===== src/rtl/seg7_pkg.sv =====
// seg7_pkg: shared types and constants for the seven-segment scan controller.
//   scan_state_t  : per-slot scan state (BLANK = anodes off, SHOW = one anode on)
//   DEF_*         : default timing/size parameters
//   cnt_width()   : counter width helper, $clog2 with a floor of 1 bit
package seg7_pkg;

    typedef enum logic {
        BLANK = 1'b0,
        SHOW  = 1'b1
    } scan_state_t;

    localparam int DEF_NUM_DIGITS   = 4;
    localparam int DEF_PRESCALE     = 50000;
    localparam int DEF_BLANK_CYCLES = 16;

    function automatic int cnt_width(input int range_len);
        return (range_len > 1) ? $clog2(range_len) : 1;
    endfunction

endpackage


===== src/rtl/seg7_digit_buffer.sv =====
// seg7_digit_buffer: double buffer for the displayed digits.
//   clk, rst   : clock, synchronous active-high reset
//   load       : producer request, digits_in captured into the pending buffer
//   digits_in  : BCD digits, digit k at [4k+3:4k]
//   boundary   : last cycle of the frame; the only cycle disp may change
//   load_ack   : one-cycle pulse after a commit (pending or bypass)
//   disp       : digits currently on display
//   lz_mask    : per-digit leading-zero blank mask, registered with disp
// Optional: SEG7_LEADING_ZERO_BLANK_EN enables the leading-zero mask;
// without it lz_mask is constant zero.
module seg7_digit_buffer
    import seg7_pkg::*;
#(
    parameter int NUM_DIGITS = DEF_NUM_DIGITS
) (
    input  logic                        clk,
    input  logic                        rst,
    input  logic                        load,
    input  logic [4*NUM_DIGITS-1:0]     digits_in,
    input  logic                        boundary,
    output logic                        load_ack,
    output logic [NUM_DIGITS-1:0][3:0]  disp,
    output logic [NUM_DIGITS-1:0]       lz_mask
);

    logic [NUM_DIGITS-1:0][3:0] din;
    logic [NUM_DIGITS-1:0][3:0] pend;
    logic                       pending;

    assign din = digits_in;

    // A load in the boundary cycle wins over an older pending value, so the
    // producer's latest request is always the one that lands in disp.
    always_ff @(posedge clk) begin
        if (rst) begin
            disp     <= '0;
            pend     <= '0;
            pending  <= 1'b0;
            load_ack <= 1'b0;
        end else begin
            load_ack <= 1'b0;
            if (boundary && load) begin
                disp     <= din;
                pending  <= 1'b0;
                load_ack <= 1'b1;
            end else if (boundary && pending) begin
                disp     <= pend;
                pending  <= 1'b0;
                load_ack <= 1'b1;
            end else if (load) begin
                pend    <= din;
                pending <= 1'b1;
            end
        end
    end

`ifdef SEG7_LEADING_ZERO_BLANK_EN
    // Digit k>0 is blanked when it and every more-significant digit is zero.
    function automatic logic [NUM_DIGITS-1:0] lz_of(input logic [NUM_DIGITS-1:0][3:0] d);
        logic [NUM_DIGITS-1:0] m;
        logic                  zero_above;
        m          = '0;
        zero_above = 1'b1;
        for (int k = NUM_DIGITS - 1; k >= 1; k--) begin
            zero_above = zero_above && (d[k] == 4'd0);
            m[k]       = zero_above;
        end
        return m;
    endfunction

    always_ff @(posedge clk) begin
        if (rst) begin
            lz_mask <= '0;
        end else if (boundary && load) begin
            lz_mask <= lz_of(din);
        end else if (boundary && pending) begin
            lz_mask <= lz_of(pend);
        end
    end
`else
    assign lz_mask = '0;
`endif

endmodule


===== src/rtl/seg7_scan_ctrl.sv =====
// seg7_scan_ctrl: time-multiplexed scan controller for a common-anode
// seven-segment display sharing one BCD decoder.
//   clk, rst    : clock, synchronous active-high reset
//   load        : request to display digits_in (any cycle)
//   digits_in   : BCD digits, digit 0 least significant at [3:0]
//   load_ack    : one-cycle pulse when a load reaches the display buffer
//   bcd_out     : BCD code of the digit in the current slot
//   an          : active-low anode enables, at most one low
//   frame_tick  : one-cycle pulse after the last slot of a frame
// Optional: SEG7_LEADING_ZERO_BLANK_EN keeps leading-zero digits dark.
module seg7_scan_ctrl
    import seg7_pkg::*;
#(
    parameter int NUM_DIGITS   = DEF_NUM_DIGITS,
    parameter int PRESCALE     = DEF_PRESCALE,
    parameter int BLANK_CYCLES = DEF_BLANK_CYCLES
) (
    input  logic                     clk,
    input  logic                     rst,
    input  logic                     load,
    input  logic [4*NUM_DIGITS-1:0]  digits_in,
    output logic                     load_ack,
    output logic [3:0]               bcd_out,
    output logic [NUM_DIGITS-1:0]    an,
    output logic                     frame_tick
);

    localparam int CW = cnt_width(PRESCALE);
    localparam int IW = cnt_width(NUM_DIGITS);
    localparam logic [CW-1:0] CNT_LAST   = CW'(PRESCALE - 1);
    localparam logic [CW-1:0] BLANK_LAST = CW'(BLANK_CYCLES - 1);
    localparam logic [IW-1:0] IDX_LAST   = IW'(NUM_DIGITS - 1);

    logic [CW-1:0]              cnt;
    logic [IW-1:0]              idx;
    scan_state_t                state;
    logic                       slot_end;
    logic                       boundary;
    logic [NUM_DIGITS-1:0]      sel;
    logic [NUM_DIGITS-1:0]      lz_mask;
    logic [NUM_DIGITS-1:0][3:0] disp;

    assign slot_end = (cnt == CNT_LAST);
    assign boundary = slot_end && (idx == IDX_LAST);
    assign sel      = NUM_DIGITS'(1) << idx;

    seg7_digit_buffer #(
        .NUM_DIGITS (NUM_DIGITS)
    ) u_buf (
        .clk       (clk),
        .rst       (rst),
        .load      (load),
        .digits_in (digits_in),
        .boundary  (boundary),
        .load_ack  (load_ack),
        .disp      (disp),
        .lz_mask   (lz_mask)
    );

    // state tracks the slot position of cnt (SHOW iff cnt >= BLANK_CYCLES);
    // outputs are registered from state/idx, so they trail cnt by one cycle.
    always_ff @(posedge clk) begin
        if (rst) begin
            cnt        <= '0;
            idx        <= '0;
            state      <= BLANK;
            an         <= '1;
            bcd_out    <= 4'd0;
            frame_tick <= 1'b0;
        end else begin
            cnt <= slot_end ? '0 : cnt + 1'b1;
            if (slot_end)
                idx <= (idx == IDX_LAST) ? '0 : idx + 1'b1;

            case (state)
                BLANK: if (cnt == BLANK_LAST) state <= SHOW;
                SHOW:  if (slot_end)          state <= BLANK;
                default:                      state <= BLANK;
            endcase

            // A masked digit leaves its own anode bit high as well.
            an         <= (state == SHOW) ? (~sel | (sel & lz_mask)) : '1;
            bcd_out    <= disp[idx];
            frame_tick <= boundary;
        end
    end

endmodule


===== config.mk =====
export PLATFORM = sky130hd
export DESIGN_NAME = seg7_scan_ctrl
export DESIGN_NICKNAME = d
export VERILOG_FILES = /design/src/rtl/seg7_pkg.sv /design/src/rtl/seg7_digit_buffer.sv /design/src/rtl/seg7_scan_ctrl.sv
export SDC_FILE = /design/constraint.sdc
export NUM_CORES = 1
export LEC_CHECK = 0
export BUFFER_PORTS_ARGS = -buffer_cell sky130_fd_sc_hd__buf_4
export CAP_MARGIN = 15
export CORE_ASPECT_RATIO = 1.1
export CORE_MARGIN = 2
export CORE_UTILIZATION = 30
export DETAILED_ROUTE_END_ITERATION = 8
export GPL_ROUTABILITY_DRIVEN = 0
export PLACE_DENSITY = 0.57
export SLEW_MARGIN = 20
export SYNTH_ARGS = -nofsm -noshare
export SYNTH_HDL_FRONTEND = slang
export SYNTH_HIERARCHICAL = 1
export SYNTH_SLANG_ARGS = --single-unit

===== constraint.sdc =====
create_clock -name clk -period 3.76 [get_ports clk]
set_input_delay 0.564 -clock clk [delete_from_list [all_inputs] [get_ports clk]]
set_output_delay 0.564 -clock clk [all_outputs]
set_load 0.01 [all_outputs]

==> out/qor.csv <==
metric;value;unit
post-route cell area;0.00315;mm2
Synth cell types;38;
DIE HEIGHT;103;um
CTS tree;yes;
clock buffer depth;2;
Top Ports;29;
All-Layer GR Usage;0.122;
total clock sinks;62;
mean cell area of the mapped netlist;10.0;um2
Lkg Pwr;1.17;nW
crit path launch type;register;
worst slew pin tran;0.838;ns
crit path capture type;register;
WL per Instance;12.7;um
Root Driver;clkbuf_8;
Min-Delay Path Class;reg2reg;
RSZ-0062 raised after global routing;no;
dominant cell type by area after synthesis;dfxtp_1;
Max-Cap Viols;0;
DR pass1 iterations;4;
core area;0.00878;mm2
Worst Path Arrival;2.85;ns
final-layout fill cell count;927;
largest cells by area after synthesis;dfxtp_1 46%, mux2i_1 6.7%, nand2_1 5.0%;
Worst R2R Path Depth;5;
# Post-CTS Setup Buffers;0;
register area share after synthesis;0.463;
crit path time final;2.58;ns
YS warnings;6;
Reg2Reg Setup Slack;1.18;ns
WHS Path Cells;2;
Crit Path Class;reg2reg;
vias in the first global route;1837;
PortBufs;28;
Fmax;0.387;GHz
die footprint;0.00971;mm2
final setup vio count;0;
DR iter-0 viols;63;
Area growth, synth to finish;17.4;%
Area after DPL;0.00290;mm2
Initial Utilization;0.305;
nets@finish;314;
vias per inst;4.57;
setup_tns;0;ns
global-route wire length before repair;9.05;mm
post-CTS sizing;0;
CTS buffer count;9;
EDFF count, synth;0;
H-tree depth;3;
hold path start;u_buf/pend[11]$_SDFFE_PP0P_;
Die Width;94.1;um
initial antenna violation count;0;
worst clock skew;0.00876;ns
DRC viols;0;
# diodes;0;
WHS Endpoint;u_buf/pend[11]$_SDFFE_PP0P_;
Critical R2R Launch;cnt[7]$_SDFF_PP0_;
ys async rst share;0;
required time of the worst setup path;4.03;ns
period utilization;0.687;
register bit total from synthesis;62;
Hold Vio Cnt, Final;0;
Cell Area, Synth;0.00268;mm2
row cnt;36;
Top FF cell, synth;dfxtp_1;
Worst IR Drop VDD;0.000240;V
largest net degree at the start of global routing;30;
vias after detailed routing;1870;
DP HPWL;3.51;mm
GRT overflow;0;
Clock transition at path regs;0.07;ns
worst-path maximum fanout;17;
Mapped Cells;267;
PwrDens;467;mW/mm2
worst skew pair latency;0.35;ns
Slew headroom;0.441;
top-area cell type share of the netlist area;0.463;
Hold-fix buffers, CTS;0;
Pins Over Slew Limit;0;
remaining antenna violation count;0;
FF-to-FF End;u_buf/disp[5]$_SDFFE_PP0P_;
outcome;complete, no violations;
fraction of layout cells with a size suffix above 1;0.227;
total detailed-routing wirelength;5.20;mm
[sequential cells by signal, summed over array words and instances, names as in the netlist]
| signal | cells |
|---|---|
| u_buf/pending | 1 |
| state | 1 |
| an | 4 |
| cnt | 16 |
| bcd_out | 4 |
| u_buf/load_ack | 1 |
| frame_tick | 1 |
| u_buf/pend | 16 |
| u_buf/disp | 16 |
| idx | 2 |
[synthesized netlist by cell type (5+ instances only)]
library cell,n
nor3_1,6
nand2_1,36
a21oi_1,16
o2bb2ai_1,7
xnor2_1,11
mux2i_1,18
o2bb2ai_2,9
nand3_1,7
buf_4,6
dfxtp_1,62
nor2b_1,7
inv_1,6
nor2_1,20
ha_1,5
nand4_1,5
[area by class of cell]
type                    count  area [um2]  share of cell area
multi-input cells         181        1270               0.405
flip-flops and latches     62        1240               0.394
repair buffers             29         218              0.0692
well taps                 114         143              0.0453
clock buffers               9         124              0.0393
clock inverters             7         123              0.0390
inverters                   7        26.3             0.00835
[placed cells by master (no fill, tap or decap), types with 2 or more instances in the layout]
cell type | synthesis | layout
dfxtp_1 | 62 | 62
nand2_1 | 36 | 36
buf_4 | 6 | 29
nor2_1 | 20 | 20
mux2i_1 | 18 | 18
a21oi_1 | 16 | 16
xnor2_1 | 11 | 11
clkbuf_8 | 0 | 9
o2bb2ai_2 | 9 | 9
nand3_1 | 7 | 7
nor2b_1 | 7 | 7
o2bb2ai_1 | 7 | 7
inv_1 | 6 | 6
nor3_1 | 6 | 6
nand4_1 | 5 | 5
ha_1 | 5 | 5
nor4_1 | 4 | 4
nor2_2 | 4 | 4
mux4_2 | 4 | 4
nand3b_1 | 4 | 4
conb_1 | 1 | 4
xor2_1 | 3 | 3
bufinv_16 | 0 | 3
clkinvlp_4 | 0 | 2
clkinv_4 | 0 | 2
[per-stage QoR]
step           hold slack, ns  setup WS, ns  instances  utilization  total power, mW
6_report                0.457          1.18        409        0.358             1.47
5_1_grt                 0.452         0.936        409        0.358             1.53
4_1_cts                 0.450          1.16        409        0.358             1.49
3_5_place_dp            0.446          1.17        393        0.330            0.767
3_3_place_gp            0.440          1.23        393        0.330            0.766
2_1_floorplan           0.427          1.49        270            -            0.747
[power by group]
part           switching, mW  internal [mW]
registers            0.00808          0.669
clock network          0.278          0.442
logic                 0.0420         0.0319
[how the worst max path moves through the flow]
stage                     cells after the start               from                          end  slack (ns)
after floorplan                               7  cnt[7]$_SDFF_PP0_   u_buf/disp[0]$_SDFFE_PP0P_        1.49
after global placement                        5  cnt[7]$_SDFF_PP0_  u_buf/disp[14]$_SDFFE_PP0P_        1.23
after detailed placement                      5  cnt[7]$_SDFF_PP0_   u_buf/disp[5]$_SDFFE_PP0P_        1.17
after CTS                                     5  cnt[7]$_SDFF_PP0_   u_buf/disp[5]$_SDFFE_PP0P_        1.16
after global routing                          6  cnt[0]$_SDFF_PP0_   u_buf/disp[5]$_SDFFE_PP0P_        0.94
final                                         5  cnt[7]$_SDFF_PP0_   u_buf/disp[5]$_SDFFE_PP0P_        1.18
[worst max-delay path, stage by stage (launching register included)]
cell	delay, ns
dfxtp_1	0.35
or4_4	0.57
nor4_4	0.40
and2_2	0.25
or3b_1	0.67
o2bb2ai_1	0.26
[per-layer routing]
layer / track usage / part of all wire / up-vias
li1: - / - / 950
met5: 0 / 0 / -
met1: 0.154 / 0.46 / 865
met4: 0.0569 / 0.022 / 0
met2: 0.188 / 0.46 / 45
met3: 0.0409 / 0.052 / 10
[cells by family (layout without fill, tap and decap cells)]
kind of cell	after synthesis	in the layout	share of synthesized area
buffers and inverters	27	52	0.0663
flip-flops	62	62	0.463
adder cells (fa/ha/maj)	5	5	0.0233
AND/OR/NAND/NOR	102	102	0.192
AO/OA/AOI/OAI	34	34	0.108
other	1	4	0.00140
XOR/XNOR	14	14	0.0457
multiplexers	22	22	0.101
Power figures use the tool's default switching activity.
